$ cat config.mk
export PLATFORM = sky130hd
export DESIGN_NAME = armleo_regfile_ctrl
export DESIGN_NICKNAME = d
export VERILOG_FILES = /design/src/rtl/armleo_regfile_pkg.sv /design/src/rtl/armleo_regfile_bypass.sv /design/src/rtl/armleo_regfile_ctrl.sv
export SDC_FILE = /design/constraint.sdc
export NUM_CORES = 1
export LEC_CHECK = 0
export ABC_CLOCK_PERIOD_IN_PS = 3700
export CAP_MARGIN = 10
export CORE_MARGIN = 5
export CORE_UTILIZATION = 40
export CTS_CLUSTER_DIAMETER = 30
export DETAILED_ROUTE_END_ITERATION = 16
export GPL_ROUTABILITY_DRIVEN = 1
export GPL_TIMING_DRIVEN = 0
export PLACE_DENSITY = 0.92
export SLEW_MARGIN = 10
export SYNTH_ARGS = -nofsm -noshare
export SYNTH_HDL_FRONTEND = slang
export SYNTH_HIERARCHICAL = 1
export SYNTH_SLANG_ARGS = --single-unit
$ cat constraint.sdc
create_clock -name clk -period 3.7 [get_ports clk]
set_clock_uncertainty 0.05 [all_clocks]
set_input_delay 0.555 -clock clk [delete_from_list [all_inputs] [get_ports clk]]
set_output_delay 0.555 -clock clk [all_outputs]
set_load 0.02 [all_outputs]
$ cat src/rtl/armleo_regfile_pkg.sv
// Shared types for the register-file controller slice.
//   ctrl_state_t : controller state (scrub after reset, then normal run)
//   rd_sel_t     : per-read-port source for the data returned one cycle after a read
//   STARVE_CNT_W : width of the wb1 starvation counter (holds STARVE_LIMIT up to 15)
package armleo_regfile_pkg;

  localparam int STARVE_CNT_W = 4;

  typedef enum logic {
    ST_SCRUB = 1'b0,
    ST_RUN   = 1'b1
  } ctrl_state_t;

  typedef enum logic [1:0] {
    SEL_ZERO = 2'd0,
    SEL_BYP  = 2'd1,
    SEL_RF   = 2'd2
  } rd_sel_t;

endpackage

$ cat src/rtl/armleo_regfile_bypass.sv
// Read-port forwarding for one register-file read port.
// Remembers, at each accepted read, where the data for the next cycle must come from:
// constant zero (x0), the write data granted in the same cycle (the regfile would
// still return the old value), or the regfile's own synchronous read output.
// Ports:
//   clk, rst            clock, synchronous active-high reset
//   read_en             read accepted this cycle (already gated to RUN)
//   addr                read address
//   wr_en/addr/data     write granted this cycle
//   rf_rdata            regfile read data (valid the cycle after a read)
//   rdata               forwarded read data to the pipeline
module armleo_regfile_bypass
  import armleo_regfile_pkg::*;
#(
  parameter int WIDTH      = 32,
  parameter int DEPTH_LOG2 = 5
) (
  input  logic                  clk,
  input  logic                  rst,
  input  logic                  read_en,
  input  logic [DEPTH_LOG2-1:0] addr,
  input  logic                  wr_en,
  input  logic [DEPTH_LOG2-1:0] wr_addr,
  input  logic [WIDTH-1:0]      wr_data,
  input  logic [WIDTH-1:0]      rf_rdata,
  output logic [WIDTH-1:0]      rdata
);

  rd_sel_t          sel, sel_next;
  logic [WIDTH-1:0] byp_data, byp_data_next;

  // Choose the source for next cycle's data; without a read everything holds.
  always_comb begin
    sel_next      = sel;
    byp_data_next = byp_data;
    if (read_en) begin
      if (addr == '0) begin
        sel_next = SEL_ZERO;
      end else if (wr_en && (wr_addr == addr)) begin
        sel_next      = SEL_BYP;
        byp_data_next = wr_data;
      end else begin
        sel_next = SEL_RF;
      end
    end else begin
      sel_next = sel;
    end
  end

  // Select / captured-data registers.
  always_ff @(posedge clk) begin
    if (rst) begin
      sel      <= SEL_ZERO;
      byp_data <= '0;
    end else begin
      sel      <= sel_next;
      byp_data <= byp_data_next;
    end
  end

  // Output mux; forced to zero while reset is held.
  always_comb begin
    rdata = '0;
    case (sel)
      SEL_ZERO: rdata = '0;
      SEL_BYP:  rdata = byp_data;
      SEL_RF:   rdata = rf_rdata;
      default:  rdata = '0;
    endcase
    if (rst) begin
      rdata = '0;
    end else begin
      rdata = rdata;
    end
  end

endmodule

$ cat src/rtl/armleo_regfile_ctrl.sv
// Sequencer/arbiter in front of a 2-read/1-write register file.
// Shares the write port between ALU (wb0) and LSU (wb1) writeback with a starvation
// override for wb1, optionally zero-scrubs registers 1..DEPTH-1 after reset, and
// forwards same-cycle writes to the synchronous read ports.
// Optional feature macro: ARMLEO_REGFILE_CTRL_SCRUB_EN (post-reset scrub; busy meanwhile).
// Ports:
//   clk, rst                          clock, synchronous active-high reset
//   ctrl_busy                         scrub in progress (or reset held, with scrub)
//   wb0_valid/ready/addr/wdata        ALU writeback handshake
//   wb1_valid/ready/addr/wdata        LSU writeback handshake
//   rs1_/rs2_ read/addr/rdata         pipeline read ports, data one cycle after read
//   rf_rs1_/rf_rs2_ read/addr/rdata   regfile read ports
//   rf_rd_write/addr/wdata            regfile write port
module armleo_regfile_ctrl
  import armleo_regfile_pkg::*;
#(
  parameter int WIDTH        = 32,
  parameter int DEPTH_LOG2   = 5,
  parameter int STARVE_LIMIT = 4
) (
  input  logic                  clk,
  input  logic                  rst,
  output logic                  ctrl_busy,
  input  logic                  wb0_valid,
  output logic                  wb0_ready,
  input  logic [DEPTH_LOG2-1:0] wb0_addr,
  input  logic [WIDTH-1:0]      wb0_wdata,
  input  logic                  wb1_valid,
  output logic                  wb1_ready,
  input  logic [DEPTH_LOG2-1:0] wb1_addr,
  input  logic [WIDTH-1:0]      wb1_wdata,
  input  logic                  rs1_read,
  input  logic [DEPTH_LOG2-1:0] rs1_addr,
  output logic [WIDTH-1:0]      rs1_rdata,
  input  logic                  rs2_read,
  input  logic [DEPTH_LOG2-1:0] rs2_addr,
  output logic [WIDTH-1:0]      rs2_rdata,
  output logic                  rf_rs1_read,
  output logic [DEPTH_LOG2-1:0] rf_rs1_addr,
  input  logic [WIDTH-1:0]      rf_rs1_rdata,
  output logic                  rf_rs2_read,
  output logic [DEPTH_LOG2-1:0] rf_rs2_addr,
  input  logic [WIDTH-1:0]      rf_rs2_rdata,
  output logic                  rf_rd_write,
  output logic [DEPTH_LOG2-1:0] rf_rd_addr,
  output logic [WIDTH-1:0]      rf_rd_wdata
);

  localparam logic [STARVE_CNT_W-1:0] STARVE_MAX = STARVE_CNT_W'(STARVE_LIMIT);

  logic                    run;
  logic                    scrub_write;
  logic [DEPTH_LOG2-1:0]   scrub_addr;
  logic                    grant0, grant1;
  logic                    wr_en;
  logic [DEPTH_LOG2-1:0]   wr_addr;
  logic [WIDTH-1:0]        wr_data;
  logic [STARVE_CNT_W-1:0] wait_cnt, wait_cnt_next;

`ifdef ARMLEO_REGFILE_CTRL_SCRUB_EN
  ctrl_state_t           state, state_next;
  logic [DEPTH_LOG2-1:0] scrub_addr_next;

  // State and scrub pointer; reset always restarts the scrub at register 1.
  always_ff @(posedge clk) begin
    if (rst) begin
      state      <= ST_SCRUB;
      scrub_addr <= DEPTH_LOG2'(1);
    end else begin
      state      <= state_next;
      scrub_addr <= scrub_addr_next;
    end
  end

  // Next state: walk the scrub pointer up to the last register, then run.
  always_comb begin
    state_next      = state;
    scrub_addr_next = scrub_addr;
    case (state)
      ST_SCRUB: begin
        scrub_addr_next = scrub_addr + DEPTH_LOG2'(1);
        if (scrub_addr == '1) begin
          state_next = ST_RUN;
        end else begin
          state_next = ST_SCRUB;
        end
      end
      ST_RUN:  state_next = ST_RUN;
      default: state_next = ST_SCRUB;
    endcase
  end

  assign scrub_write = !rst && (state == ST_SCRUB);
  assign run         = !rst && (state == ST_RUN);
  assign ctrl_busy   = rst || (state == ST_SCRUB);
`else
  assign scrub_write = 1'b0;
  assign scrub_addr  = '0;
  assign run         = !rst;
  assign ctrl_busy   = 1'b0;
`endif

  // wb0 has priority unless wb1 has waited STARVE_LIMIT cycles.
  assign grant1    = run && wb1_valid && (!wb0_valid || (wait_cnt >= STARVE_MAX));
  assign grant0    = run && wb0_valid && !grant1;
  assign wb0_ready = grant0;
  assign wb1_ready = grant1;

  // Starvation counter update: count refused wb1 cycles, saturating.
  always_comb begin
    wait_cnt_next = wait_cnt;
    if (!wb1_valid || grant1) begin
      wait_cnt_next = '0;
    end else if (wait_cnt < STARVE_MAX) begin
      wait_cnt_next = wait_cnt + STARVE_CNT_W'(1);
    end else begin
      wait_cnt_next = wait_cnt;
    end
  end

  // Starvation counter register.
  always_ff @(posedge clk) begin
    if (rst) begin
      wait_cnt <= '0;
    end else begin
      wait_cnt <= wait_cnt_next;
    end
  end

  // Write-port mux: scrub, else granted writeback. x0 writes are acknowledged but dropped.
  always_comb begin
    wr_en       = 1'b0;
    wr_addr     = '0;
    wr_data     = '0;
    rf_rd_write = 1'b0;
    rf_rd_addr  = '0;
    rf_rd_wdata = '0;
    if (grant1) begin
      wr_en   = 1'b1;
      wr_addr = wb1_addr;
      wr_data = wb1_wdata;
    end else if (grant0) begin
      wr_en   = 1'b1;
      wr_addr = wb0_addr;
      wr_data = wb0_wdata;
    end else begin
      wr_en = 1'b0;
    end
    if (scrub_write) begin
      rf_rd_write = 1'b1;
      rf_rd_addr  = scrub_addr;
    end else if (wr_en) begin
      rf_rd_write = (wr_addr != '0);
      rf_rd_addr  = wr_addr;
      rf_rd_wdata = wr_data;
    end else begin
      rf_rd_write = 1'b0;
    end
  end

  assign rf_rs1_read = run && rs1_read;
  assign rf_rs1_addr = run ? rs1_addr : '0;
  assign rf_rs2_read = run && rs2_read;
  assign rf_rs2_addr = run ? rs2_addr : '0;

  armleo_regfile_bypass #(.WIDTH(WIDTH), .DEPTH_LOG2(DEPTH_LOG2)) u_byp_rs1 (
    .clk      (clk),
    .rst      (rst),
    .read_en  (rf_rs1_read),
    .addr     (rs1_addr),
    .wr_en    (wr_en),
    .wr_addr  (wr_addr),
    .wr_data  (wr_data),
    .rf_rdata (rf_rs1_rdata),
    .rdata    (rs1_rdata)
  );

  armleo_regfile_bypass #(.WIDTH(WIDTH), .DEPTH_LOG2(DEPTH_LOG2)) u_byp_rs2 (
    .clk      (clk),
    .rst      (rst),
    .read_en  (rf_rs2_read),
    .addr     (rs2_addr),
    .wr_en    (wr_en),
    .wr_addr  (wr_addr),
    .wr_data  (wr_data),
    .rf_rdata (rf_rs2_rdata),
    .rdata    (rs2_rdata)
  );

endmodule
==> impl_metrics.env, run 1 <==
export IMPL_outcome="completed"
export IMPL_start_kind="input pin"
export IMPL_nNetsFinal=1041
export IMPL_fmax_ghz=0.2841
export IMPL_cts_sinks=72
export IMPL_layoutNonFillerInstCount=1058
export IMPL_synth_cell_type_count=29
export IMPL_dp_cells=1041
export IMPL_grt_usage_pct=26.04
export IMPL_synth_area_sq_um=5114
export IMPL_irDropWorstVdd_uv=238.2
export IMPL_worstSetupPathType="in2out"
export IMPL_ys_top_cells_by_area="dfxtp_1 (28%), nand2b_1 (16%), a22o_1 (13%), mux2i_1 (13%), a22oi_1 (9.4%)"
export IMPL_via_per_inst=5.303
export IMPL_fin_crit_sh_pct=95.13
export IMPL_synth_xor_area_share_pct=1.713
export IMPL_cts_tree="done"
export IMPL_yosysSeqAreaShare_pct=28.19
export IMPL_p_leak_nw=2.799
export IMPL_ff2ff_path_depth=11
export IMPL_cp_max_fo=16
export IMPL_yosys_area_share_simple_pct=26.16
export IMPL_synth_common_cells="nand2b_1 (129), a22o_1 (75), dfxtp_1 (72)"
export IMPL_cp_data_arrival_time_ps=2910
export IMPL_drive_gt1_share_pct=5.192
export IMPL_finalHoldViolCount=0
export IMPL_die_y_um=123.1
export IMPL_fin_crit_ps=3520
export IMPL_clk_path_buf_depth=2
export IMPL_place_hpwl_um=16060
export IMPL_cts_root_buf="clkbuf_16"
export IMPL_clk_latency_ps=320
export IMPL_netlist_instances=599
export IMPL_ys_flop_type="dfxtp_1"
export IMPL_placed_area_sq_um=8025
export IMPL_grt_overflow_total=0
export IMPL_slew_limit_headroom_pct=48.46
export IMPL_synth_area_mux_share_pct=12.53
export IMPL_port_buffers=269
export IMPL_grt_max_degree=17
export IMPL_async_reset_ff_share_pct=0
export IMPL_die_x_um=123.1
export IMPL_rows=41
export IMPL_gp_congestion=0.8559
export IMPL_power_density_nw_per_um2=285.9
export IMPL_n_antenna_cell=0
export IMPL_vias=5611
export IMPL_synth_top_family_by_area="simple AND/OR/NAND/NOR gates"
export IMPL_wl_per_cell_um=19.30
export IMPL_synth_compound_area_share_pct=23.66
export IMPL_dieArea_sq_um=15150
export IMPL_seq_area_sq_um=1441
export IMPL_yosys_area_top_type_share_pct=28.19
export IMPL_fillCellCount=1047
export IMPL_synth_most_common_cell="nand2b_1"
export IMPL_first_pass_iters=5
export IMPL_worst_slew_pin_transition_ps=773.1
export IMPL_io_pins=271
export IMPL_synth_edf_count=0
export IMPL_drtIter0Drc=381
export IMPL_setup_viol=0
export IMPL_start_util_pct=40.69
export IMPL_synthAdderAreaFrac_pct=1.223
export IMPL_setup_worst_path_end_class="output port"
export IMPL_synth_top_area_cell="dfxtp_1"
export IMPL_yosysWarnings=6
export IMPL_worstHoldPathCells=1
export IMPL_required_ps=3090
export IMPL_postRouteAntennaNets=0
export IMPL_drv_cap=0
export IMPL_synth_seq_cells=72
export IMPL_grt_pass1_wl_um=30720
export IMPL_slew_viol_final=0
export IMPL_design_area_sq_um=8386
export IMPL_htreeDepth=3
export IMPL_multi_input_comb_area_sq_um=3346
export IMPL_rsz0062_at_grt="false"
export IMPL_syn_to_final_growth_pct=63.98
export IMPL_hold_path_class="reg2reg"
export IMPL_drcViolationCount=0
export IMPL_final_core_util_pct=66.72
export IMPL_wl_um=20420
export IMPL_antenna_found_initial=0
export IMPL_core_sq_um=12570
export IMPL_grt_pass1_vias=5663
export IMPL_syn_avg_cell_area_sq_um=8.537
export IMPL_numCtsBuffers=9
export IMPL_clk_pin_slew_ps=50
## worst paths after layout
path	start	end	slack (ps)
setup / recovery	rst	rs1_rdata[20]	180
setup reg to reg	wait_cnt[3]$_SDFFE_PP0N_	u_byp_rs2/byp_data[12]$_SDFFE_PP0P_	620
hold / removal	wait_cnt[0]$_SDFFE_PP0N_	wait_cnt[0]$_SDFFE_PP0N_	390
hold reg to reg	wait_cnt[0]$_SDFFE_PP0N_	wait_cnt[0]$_SDFFE_PP0N_	390
## kinds of logic (layout without fill, tap and decap cells)
kind of cell    count (synthesis)  after routing
fa+ha+maj                       5              5
compound gates                146            146
other cells                     1              2
mux                            64             64
simple gates                  238            238
xor+xnor                       10             10
flops                          72             72
buf+inv                        63            349
## layout make-up
| class | count | area share [%] |
|---|---|---|
| buffer | 59 | 3.790 |
| clock inverter | 5 | 1.253 |
| sequential | 72 | 17.19 |
| tap | 172 | 2.566 |
| multi-input combinational | 465 | 39.90 |
| inverter | 4 | 0.1791 |
| timing repair buffer | 271 | 32.27 |
| clock buffer | 10 | 2.850 |
## placed cells by master, fill, tap and decap left out, types with 2 or more instances in the layout
| master | Yosys | routed |
|---|---|---|
| clkdlybuf4s50_1 | 0 | 268 |
| nand2b_1 | 129 | 129 |
| a22o_1 | 75 | 75 |
| dfxtp_1 | 72 | 72 |
| nor2_1 | 71 | 71 |
| a22oi_1 | 64 | 64 |
| mux2i_1 | 64 | 64 |
| clkbuf_1 | 41 | 39 |
| nor2b_1 | 12 | 12 |
| buf_6 | 11 | 11 |
| xnor2_1 | 10 | 10 |
| clkbuf_16 | 0 | 9 |
| nand2_1 | 8 | 8 |
| buf_2 | 6 | 6 |
| nor3_1 | 5 | 5 |
| ha_1 | 5 | 5 |
| inv_1 | 4 | 4 |
| buf_4 | 1 | 3 |
| bufinv_16 | 0 | 3 |
| clkbuf_2 | 0 | 2 |
| and2_1 | 2 | 2 |
| conb_1 | 1 | 2 |
| clkinvlp_4 | 0 | 2 |
| or2_2 | 2 | 2 |
| or4_4 | 2 | 2 |
| o21ai_4 | 2 | 2 |
| nor4_4 | 2 | 2 |
| o21ba_1 | 2 | 2 |
| or3_1 | 2 | 2 |
| o31ai_1 | 2 | 2 |
## layer usage
layer / up-vias / share of wire, % / global-route usage (%)
met5: - / 0 / 0
met2: 199 / 49 / 45.13
met4: 0 / 0.90 / 4.637
met3: 15 / 6.5 / 5.215
met1: 2696 / 43 / 33.97
li1: 2701 / - / -
## metrics by stage
step	setup TNS [ps]	setup slack (ps)	total power [W]	hold WS, ps
6_report	0	180.1	0.002398	388.7
3_5_place_dp	-38480	-533.2	0.001405	373.2
4_1_cts	0	188.5	0.002406	388.0
2_1_floorplan	0	914.4	0.001071	357.9
3_3_place_gp	-33250	-464.6	0.001397	377.4
5_1_grt	0	3.637	0.002477	414.2
## power breakdown
part | total [W] | internal, W | switching [W]
Sequential | 0.000780 | 0.000779 | 0.00000177
Clock | 0.00101 | 0.000673 | 0.000332
Combinational | 0.000612 | 0.000330 | 0.000282
## registers in the layout (all words and copies together) (netlist names)
| signal | count |
|---|---|
| u_byp_rs2/sel | 2 |
| u_byp_rs1/sel | 2 |
| wait_cnt | 4 |
| u_byp_rs2/byp_data | 32 |
| u_byp_rs1/byp_data | 32 |
## worst max-delay path, cell delays in order
cell             delay (ps)
dlygate4sd2_1           640
or2_2                   220
clkbuf_1                330
clkbuf_1                460
nor2_1                  130
clkdlybuf4s50_1         570
## timing repair
item | in CTS | in global routing
endpoints found under the setup margin | 114 | 0
buffers inserted | 2 | 0
resized for setup | 3 | 0
hold buffers | 0 | 0
(Power assumes the default switching activity.)
==> run 2, diff against run 1 <==
--- a/config.mk
+++ b/config.mk
@@ -5,8 +5,6 @@
 export SDC_FILE = /design/constraint.sdc
 export NUM_CORES = 1
 export LEC_CHECK = 0
-export ABC_CLOCK_PERIOD_IN_PS = 3700
-export CAP_MARGIN = 10
 export CORE_MARGIN = 5
 export CORE_UTILIZATION = 40
 export CTS_CLUSTER_DIAMETER = 30
==> results of run 2 <==
No change in the layout: final DEF, timing and power equal those of run 1.
==> run 3, diff against run 2 <==
--- a/config.mk
+++ b/config.mk
@@ -6,12 +6,12 @@
 export NUM_CORES = 1
 export LEC_CHECK = 0
 export CORE_MARGIN = 5
-export CORE_UTILIZATION = 40
+export CORE_UTILIZATION = 36
 export CTS_CLUSTER_DIAMETER = 30
 export DETAILED_ROUTE_END_ITERATION = 16
 export GPL_ROUTABILITY_DRIVEN = 1
 export GPL_TIMING_DRIVEN = 0
-export PLACE_DENSITY = 0.92
+export PLACE_DENSITY = 0.87
 export SLEW_MARGIN = 10
 export SYNTH_ARGS = -nofsm -noshare
 export SYNTH_HDL_FRONTEND = slang
==> constraint.sdc (replaced) <==
create_clock -name clk -period 3.1 [get_ports clk]
set_clock_uncertainty 0.05 [all_clocks]
set_input_delay 0.465 -clock clk [delete_from_list [all_inputs] [get_ports clk]]
set_output_delay 0.465 -clock clk [all_outputs]
set_load 0.02 [all_outputs]
==> impl_metrics.env, run 3 (same netlist as run 1, synthesis figures left out) <==
export IMPL_cp_data_arrival_time_ps=2500
export IMPL_worstSetupPathType="reg2out"
export IMPL_final_common_cell="clkdlybuf4s50_1"
export IMPL_critPathLaunch="u_byp_rs1/sel[0]$_SDFFE_PP0P_"
export IMPL_outcome="completed"
export IMPL_vias=5565
export IMPL_final_core_util_pct=61.31
export IMPL_via_per_inst=5.191
export IMPL_cts_root_buf="clkbuf_16"
export IMPL_rows=43
export IMPL_wl_um=20340
export IMPL_crit_chain="inv_1 > ha_1 > or2_2 > clkbuf_1 > buf_2 > nor2_1 > clkdlybuf4s50_1"
export IMPL_cts_tree="done"
export IMPL_start_kind="flop"
export IMPL_grt_overflow_total=0
export IMPL_fmax_ghz=0.3322
export IMPL_fin_crit_ps=3010
export IMPL_top_regs="u_byp_rs1/byp_data (32), u_byp_rs2/byp_data (32), wait_cnt (4)"
export IMPL_crit_slowest_cell="clkdlybuf4s50_1"
export IMPL_htreeDepth=3
export IMPL_port_buffers=269
export IMPL_setup_worst_path_end_class="output port"
export IMPL_clk_pin_slew_ps=60
export IMPL_io_pins=271
export IMPL_antenna_found_initial=1
export IMPL_power_density_nw_per_um2=315.8
export IMPL_slew_limit_headroom_pct=59.76
export IMPL_drcViolationCount=0
export IMPL_place_hpwl_um=15920
export IMPL_fin_ws_ps=89.87
export IMPL_grt_pass1_vias=5753
export IMPL_worst_slew_pin_transition_ps=603.7
export IMPL_hold_start="wait_cnt[0]$_SDFFE_PP0N_"
export IMPL_final_cell_mix="clkdlybuf4s50_1 (243), nand2b_1 (129), a22o_1 (75), dfxtp_1 (72), nor2_1 (71)"
export IMPL_start_util_pct=36.84
export IMPL_hold_path_class="reg2reg"
export IMPL_first_pass_iters=5
export IMPL_die_y_um=129.2
export IMPL_wl_per_cell_um=18.98
export IMPL_grt_usage_pct=23.21
export IMPL_crit_buf_inv=4
export IMPL_crit_family="buffers and inverters"
export IMPL_max_stage_delay_ps=620
export IMPL_setup_viol=0
export IMPL_p_leak_nw=3.144
export IMPL_dp_slack_ps=-976.1
export IMPL_numCtsBuffers=9
export IMPL_drv_cap=0
export IMPL_grt_pass1_wl_um=30430
export IMPL_postRouteAntennaNets=0
export IMPL_ctsHoldBuffers=0
export IMPL_clk_latency_ps=320
export IMPL_irDropWorstVdd_uv=223.2
export IMPL_slew_viol_final=0
export IMPL_die_x_um=129.2
export IMPL_gp_congestion=0.8386
export IMPL_nNetsFinal=1045
export IMPL_core_sq_um=13880
export IMPL_cp_max_fo=10
export IMPL_fin_crit_sh_pct=97.10
export IMPL_whs_ps=391.0
export IMPL_grt_max_degree=17
export IMPL_syn_to_final_growth_pct=66.43
export IMPL_dieArea_sq_um=16690
export IMPL_r2r_start="wait_cnt[3]$_SDFFE_PP0N_"
export IMPL_cts_sinks=72
export IMPL_fillCellCount=1242
export IMPL_clk_path_buf_depth=2
export IMPL_required_ps=2580
export IMPL_drtIter0Drc=372
export IMPL_finalHoldViolCount=0
export IMPL_drive_gt1_share_pct=7.183
run 3: worst reg2reg max path, delay by kind of cell (launching register included):
kind,cells,cell delay (ps)
AOI/OAI and AO/OA,1,260
buffers and inverters,4,640
and+or+nand+nor,4,980
muxes,1,210
DFF,1,310
xor gates and xnor gates,1,150
run 3: layer usage:
layer  routed length, um  vias to the layer above  GRT usage, %
met3                1247                       22         4.122
met2               10070                      187         40.40
met1                8669                     2644         29.31
met5                   0                        -             0
li1                    -                     2712             -
met4                 356                        0         6.918
run 3: repair_timing:
action	4_1_cts	5_1_grt
gates cloned	0	1
setup endpoints to repair	171	131
pin swaps	2	3
buffers inserted	5	2
resized for setup	26	38
run 3: path summary, 6_finish.rpt:
path              slack [ps]                             endpoint  cells after the start
hold / removal           390             wait_cnt[0]$_SDFFE_PP0N_                      1
hold reg to reg          390             wait_cnt[0]$_SDFFE_PP0N_                      1
setup / recovery          90                         rs1_rdata[3]                      7
setup reg to reg         440  u_byp_rs1/byp_data[24]$_SDFFE_PP0P_                     11
run 3: report_power, final:
group | internal, W | switching (W)
sequential | 0.000929 | 0.00000232
clock | 0.000626 | 0.000402
combinational | 0.000396 | 0.000332
total | 0.00195 | 0.000737
run 3: layout make-up:
cell class              count  area, sq um  share of cell area [%]
diodes                      1        2.502                 0.02940
plain buffers              57        364.1                   4.278
clock buffers              10        229.0                   2.690
clock inverters             6        70.07                  0.8233
inverters                   4        15.01                  0.1764
multi-input cells         465         3359                   39.47
flip-flops and latches     72         1441                   16.94
well taps                 180        225.2                   2.646
repair buffers            277         2804                   32.95
run 3: per-stage QoR:
step | total power, W | instances | setup TNS [ps] | cell area [sq um]
after detailed placement | 0.001674 | 1049 | -107220 | 8035
final | 0.002687 | 1072 | 0 | 8511
after global routing | 0.002793 | 1072 | -19.58 | 8511
after floorplan | 0.001278 | 600 | 0 | 5117
after CTS | 0.002699 | 1070 | 0 | 8382
after global placement | 0.001668 | 1049 | -105380 | 8035
